`src/rtl/coproc_cmd_if.sv`:
```
// MMIO command front end for the image coprocessor: command FIFO, issue FSM,
// status/counter registers. Optional completion interrupt under `COPROC_IRQ_EN.
module coproc_cmd_if #(
  parameter int DEPTH = 4,
  parameter int CNT_W = 16
) (
  input  logic        clk,
  input  logic        rst,
  input  logic        we,
  input  logic        re,
  input  logic [1:0]  addr,
  input  logic [31:0] wdata,
  output logic [31:0] rdata,
  output logic        start,
  output logic [2:0]  func,
  output logic        gray,
  output logic        img_idx,
  input  logic        rdy,
  input  logic        done,
  output logic        irq
);

  localparam int AW = $clog2(DEPTH);
  localparam int CW = AW + 1;

  typedef enum logic [1:0] {S_IDLE, S_ISSUE, S_WAIT} state_t;

  state_t           state_q;
  logic             start_q;
  logic [2:0]       func_q;
  logic             gray_q;
  logic             img_q;
  logic [CNT_W-1:0] done_cnt_q;
  logic             done_flag_q;
  logic             ovf_q;
  logic [31:0]      rdata_q;

  logic [4:0]       mem_q [DEPTH];
  logic [AW-1:0]    wr_ptr_q;
  logic [AW-1:0]    rd_ptr_q;
  logic [CW-1:0]    count_q;
  logic [CW-1:0]    count_d;

  logic             full;
  logic             empty;
  logic             pop;
  logic             cmd_wr;
  logic             push;
  logic             ovf_set;
  logic             ctrl_wr;
  logic             complete;
  logic             irq_en;
  logic [4:0]       count5;
  logic [31:0]      status_w;
  logic [31:0]      rd_mux;
  logic             unused_wdata;

  assign unused_wdata = ^wdata[31:5];

  // Handshake: a pop happens only in IDLE with rdy high; a push while full
  // is accepted only when the same edge pops.
  always_comb begin
    full     = (count_q == CW'(DEPTH));
    empty    = (count_q == '0);
    pop      = (state_q == S_IDLE) && !empty && rdy;
    cmd_wr   = we && (addr == 2'd0);
    push     = cmd_wr && (!full || pop);
    ovf_set  = cmd_wr && full && !pop;
    ctrl_wr  = we && (addr == 2'd2);
    complete = done && ((state_q == S_ISSUE) || (state_q == S_WAIT));
  end

  always_comb begin
    count_d = count_q;
    case ({push, pop})
      2'b10:   count_d = count_q + CW'(1);
      2'b01:   count_d = count_q - CW'(1);
      default: count_d = count_q;
    endcase
  end

  always_ff @(posedge clk) begin
    if (push) mem_q[wr_ptr_q] <= wdata[4:0];
  end

  always_ff @(posedge clk) begin
    if (rst) begin
      wr_ptr_q <= '0;
      rd_ptr_q <= '0;
      count_q  <= '0;
    end else begin
      if (push) wr_ptr_q <= wr_ptr_q + AW'(1);
      if (pop)  rd_ptr_q <= rd_ptr_q + AW'(1);
      count_q <= count_d;
    end
  end

  always_ff @(posedge clk) begin
    if (rst) begin
      state_q     <= S_IDLE;
      start_q     <= 1'b0;
      func_q      <= 3'd0;
      gray_q      <= 1'b0;
      img_q       <= 1'b0;
      done_cnt_q  <= '0;
      done_flag_q <= 1'b0;
    end else begin
      start_q <= 1'b0;
      case (state_q)
        S_IDLE: begin
          if (pop) begin
            state_q                 <= S_ISSUE;
            start_q                 <= 1'b1;
            {img_q, gray_q, func_q} <= mem_q[rd_ptr_q];
          end
        end
        S_ISSUE: state_q <= done ? S_IDLE : S_WAIT;
        S_WAIT:  if (done) state_q <= S_IDLE;
        default: state_q <= S_IDLE;
      endcase
      // A completion on the same edge as a clear keeps the flag set.
      if (complete) begin
        done_cnt_q  <= done_cnt_q + CNT_W'(1);
        done_flag_q <= 1'b1;
      end else if (ctrl_wr && wdata[0]) begin
        done_flag_q <= 1'b0;
      end
    end
  end

  always_comb begin
    count5   = 5'(count_q);
    status_w = {23'd0, count5[3:0], full, empty, ovf_q, done_flag_q,
                (state_q != S_IDLE)};
    rd_mux   = 32'd0;
    case (addr)
      2'd1:    rd_mux = status_w;
      2'd2:    rd_mux = {29'd0, irq_en, 2'b00};
      2'd3:    rd_mux = 32'(done_cnt_q);
      default: rd_mux = 32'd0;
    endcase
  end

  always_ff @(posedge clk) begin
    if (rst) begin
      ovf_q   <= 1'b0;
      rdata_q <= 32'd0;
    end else begin
      if (ovf_set)                    ovf_q <= 1'b1;
      else if (ctrl_wr && wdata[1])   ovf_q <= 1'b0;
      if (re) rdata_q <= rd_mux;
    end
  end

`ifdef COPROC_IRQ_EN
  logic irq_en_q;
  logic irq_q;

  always_ff @(posedge clk) begin
    if (rst) begin
      irq_en_q <= 1'b0;
      irq_q    <= 1'b0;
    end else begin
      if (ctrl_wr) irq_en_q <= wdata[2];
      irq_q <= irq_en_q & done_flag_q;
    end
  end

  assign irq_en = irq_en_q;
  assign irq    = irq_q;
`else
  assign irq_en = 1'b0;
  assign irq    = 1'b0;
`endif

  assign rdata   = rdata_q;
  assign start   = start_q;
  assign func    = func_q;
  assign gray    = gray_q;
  assign img_idx = img_q;

endmodule
```
`config.mk`:
```
export PLATFORM = sky130hd
export DESIGN_NAME = coproc_cmd_if
export DESIGN_NICKNAME = d
export VERILOG_FILES = /design/src/rtl/coproc_cmd_if.sv
export SDC_FILE = /design/constraint.sdc
export NUM_CORES = 1
export LEC_CHECK = 0
export BUFFER_PORTS_ARGS = -buffer_cell sky130_fd_sc_hd__clkbuf_2
export CAP_MARGIN = 20
export CELL_PAD_IN_SITES_DETAIL_PLACEMENT = 0
export CELL_PAD_IN_SITES_GLOBAL_PLACEMENT = 1
export CORE_MARGIN = 3
export CORE_UTILIZATION = 40
export DETAILED_ROUTE_END_ITERATION = 10
export GPL_TIMING_DRIVEN = 0
export PLACE_DENSITY_LB_ADDON = 0.1
export SLEW_MARGIN = 20
export SYNTH_ARGS = -nofsm -noshare
export SYNTH_HDL_FRONTEND = slang
export SYNTH_SLANG_ARGS = --single-unit
```
`constraint.sdc`:
```
create_clock -name clk -period 2.9 [get_ports clk]
set_clock_uncertainty 0.05 [all_clocks]
set_input_delay 0.29 -clock clk [delete_from_list [all_inputs] [get_ports clk]]
set_output_delay 0.29 -clock clk [all_outputs]
set_load 0.05 [all_outputs]
```
==> metrics.md <==
| Metric | Value |
|---|---|
| Row cnt | `31` |
| Clk slew on worst S/H paths | `70 ps` |
| # resized after CTS | `0` |
| Starting Density | `42.4%` |
| Worst setup margin | `392 ps` |
| Core ar. | `7490 µm²` |
| RSZ-0062 raised after global routing | `no` |
| Initial antenna violation count | `0` |
| Run status | `finished clean` |
| Synth Warn # | `0` |
| Avg Vias per Cell | `4.74` |
| Mapped Area | `3170 µm²` |
| Crit. End Element | `flop` |
| Area leader, netlist | `dfxtp_1` |
| Yosys reg bits | `69` |
| Chip height | `95.1 µm` |
| Slew HR | `48.6%` |
| CP startpoint kind | `flop` |
| Pleak | `1.42 nW` |
| Drt drc | `0` |
| Clock latency on the worst-skew pair | `350 ps` |
| Final nets | `432` |
| # clock sinks | `69` |
| Final WL | `6.66 mm` |
| Final hold violation count | `0` |
| WL per Instance | `13.7 µm` |
| Routability cong. | `0.774` |
| Routed vias | `2306` |
| Placement Setup Slack | `438 ps` |
| EDFF count, synth | `20` |
| Top routing layer in use | `met4` |
| Peak supply drop | `0.000233 V` |
| Area Growth Syn to Fin | `16.0%` |
| Post-route clock period utilization | `86.5%` |
| Synth top area cells | `dfxtp_1 31%, edfxtp_1 19%, a21oi_1 4.6%` |
| Worst EP arrival | `2670 ps` |
| Longest Clk Path Bufs | `2` |
| Syn Inst Count | `323` |
| Max Freq | `399 MHz` |
| Synth async-reset ratio | `0%` |
| Vias in the first global route | `2081` |
| Req. time, crit path | `3060 ps` |
| Met3 wire length | `405 µm` |
| Minimum clock period after layout | `2510 ps` |
| Setup TNS | `0 ps` |
| Seq/Total Area, Yosys | `49.8%` |
| Metal1 wirelength | `3.46 mm` |
| Post-DP HPWL | `4.82 mm` |
| Hold Buf Count CTS | `0` |
| First-pass GRT wire length | `10.6 mm` |
| Max cap viols | `0` |
| # IOs | `79` |
| DIE AREA | `9040 µm²` |
| Hold WC Path Type | `input pin to flop` |
| Post-CTS setup buffers | `0` |
| Mean Syn Cell Area | `9.83 µm²` |
| GRT Util Overall | `15.9%` |
| FILL cells | `745` |
| Root Driver | `clkbuf_8` |
| Max FO, Critical Path | `8` |
| Post-DRT Antenna Nets | `0` |
| Port bufs | `32` |
| Tightest Pin Transition | `765 ps` |
| Final Setup Violations | `0` |
| Inserted Clock Buffers | `9` |
| Layout cell share with drive strength beyond 1 | `20.7%` |
| CTS tree | `done` |
| Largest net degree at the start of global routing | `12` |
| # diodes | `0` |
| First-pass detailed-route iteration total | `4` |
| Main flop type after synthesis | `dfxtp_1` |
| H-tree depth | `3` |
| Post-synthesis cell type count | `41` |
| Crit Path Class | `flop to flop` |
| Die X | `95.1 µm` |
| Synth top area share | `30.9%` |
| Total gr overflow | `0` |
| Met2 WL | `2.69 mm` |
| Power Dens Cells | `605 nW/µm²` |
| Slew Viols, Final | `0` |
| 1st-iter DRT viols | `136` |
[cell usage in the layout (no fill, tap or decap), types with 2 or more instances in the layout]
cell | synthesis | final
dfxtp_1 | 49 | 49
nor2_1 | 36 | 36
clkbuf_2 | 1 | 33
a21oi_1 | 29 | 29
nand2_1 | 24 | 24
edfxtp_1 | 20 | 20
buf_4 | 17 | 17
conb_1 | 1 | 17
clkbuf_1 | 15 | 16
nand3_1 | 16 | 16
nor2b_1 | 13 | 13
nand2b_1 | 9 | 9
ha_1 | 9 | 9
clkbuf_8 | 0 | 9
inv_1 | 8 | 8
mux2_2 | 8 | 8
nand4_1 | 8 | 8
xnor2_1 | 8 | 8
and2_1 | 7 | 7
xor2_1 | 6 | 6
mux4_2 | 5 | 5
o21ai_0 | 5 | 5
and3_1 | 4 | 4
clkinv_2 | 0 | 4
o31ai_1 | 2 | 2
mux2i_1 | 2 | 2
nor4_1 | 2 | 2
or3_1 | 2 | 2
nor3_1 | 2 | 2
a31oi_1 | 2 | 2
[area by class of cell]
cell class / instances / area [µm²] / share of cell area, %
timing repair buffer: 32 / 160 / 4.35
tap: 99 / 124 / 3.37
inverter: 8 / 30.0 / 0.816
buffer: 36 / 209 / 5.68
clock inverter: 5 / 27.5 / 0.748
sequential: 69 / 1580 / 43.0
clock buffer: 11 / 135 / 3.67
multi-input combinational: 226 / 1410 / 38.4
[cell usage after synthesis, types with 2 or more instances]
cell      number
nand4_1        8
nand2b_1       9
nor3_1         2
mux2_2         8
inv_1          8
o21ai_0        5
nand2_1       24
mux2i_1        2
a21oi_1       29
xnor2_1        8
a31oi_1        2
o31ai_1        2
or3_1          2
nor2b_1       13
xor2_1         6
edfxtp_1      20
and2_1         7
nor2_1        36
clkbuf_1      15
nor4_1         2
nand3_1       16
buf_4         17
dfxtp_1       49
mux4_2         5
ha_1           9
and3_1         4
[routing by layer]
layer | track usage [%] | vias to the layer above
met5 | 0 | -
met4 | 7.21 | 0
met3 | 4.18 | 12
met2 | 21.0 | 61
met1 | 23.9 | 1034
li1 | - | 1199
[stage by stage]
stage               total power, mW  hold WS, ps  cell area [µm²]  instances  util [%]
floorplan                      1.47          339             3230        339         -
global route                   2.35          113             3680        486      49.2
detailed placement             1.58          400             3520        470      47.0
finish                         2.23          114             3680        486      49.2
global placement               1.58          394             3520        470      47.0
CTS                            2.25          101             3680        486      49.2
[flip-flops by register name (all words and copies together), names as in the netlist]
| name | count |
|---|---|
| count_q | 3 |
| done_cnt_q | 16 |
| done_flag_q | 1 |
| func | 3 |
| gray | 1 |
| img_idx | 1 |
| mem_q | 20 |
| ovf_q | 1 |
| rd_ptr_q | 2 |
| rdata | 16 |
| start | 1 |
| state_q | 2 |
| wr_ptr_q | 2 |
[where the power goes]
group          switching, mW  internal, mW  leakage, nW
clock network          0.354         0.314       0.0863
logic                  0.319         0.171        0.762
registers             0.0285          1.04        0.577
[critical path, cell delays in order, from the launching register on]
cell and delay, ps:
dfxtp_1 340, inv_1 110, ha_1 280, o311a_1 190, buf_2 200, nand2_1 110, fa_1 440, or3_1 410
a31oi_1 170, a21oi_1 80
[worst paths after layout]
kind	start	end	slack (ps)	cells past startpoint
setup / recovery	state_q[1]	count_q[2]	390	9
hold / removal	wdata[4]	mem_q[1][4]	110	1
setup reg to reg	state_q[1]	count_q[2]	390	9
hold reg to reg	gray	gray	410	2
[logic make-up after synthesis]
| kind of cell | after synthesis | synth area share, % |
|---|---|---|
| AO/OA/AOI/OAI | 44 | 7.88 |
| XOR/XNOR | 14 | 3.86 |
| adder cells (fa/ha/maj) | 10 | 4.18 |
| buffers and inverters | 44 | 7.53 |
| flip-flops | 69 | 49.8 |
| multiplexers | 15 | 7.02 |
| other | 1 | 0.118 |
| AND/OR/NAND/NOR | 126 | 19.6 |
Note: power is estimated with default switching activity, not from simulation.
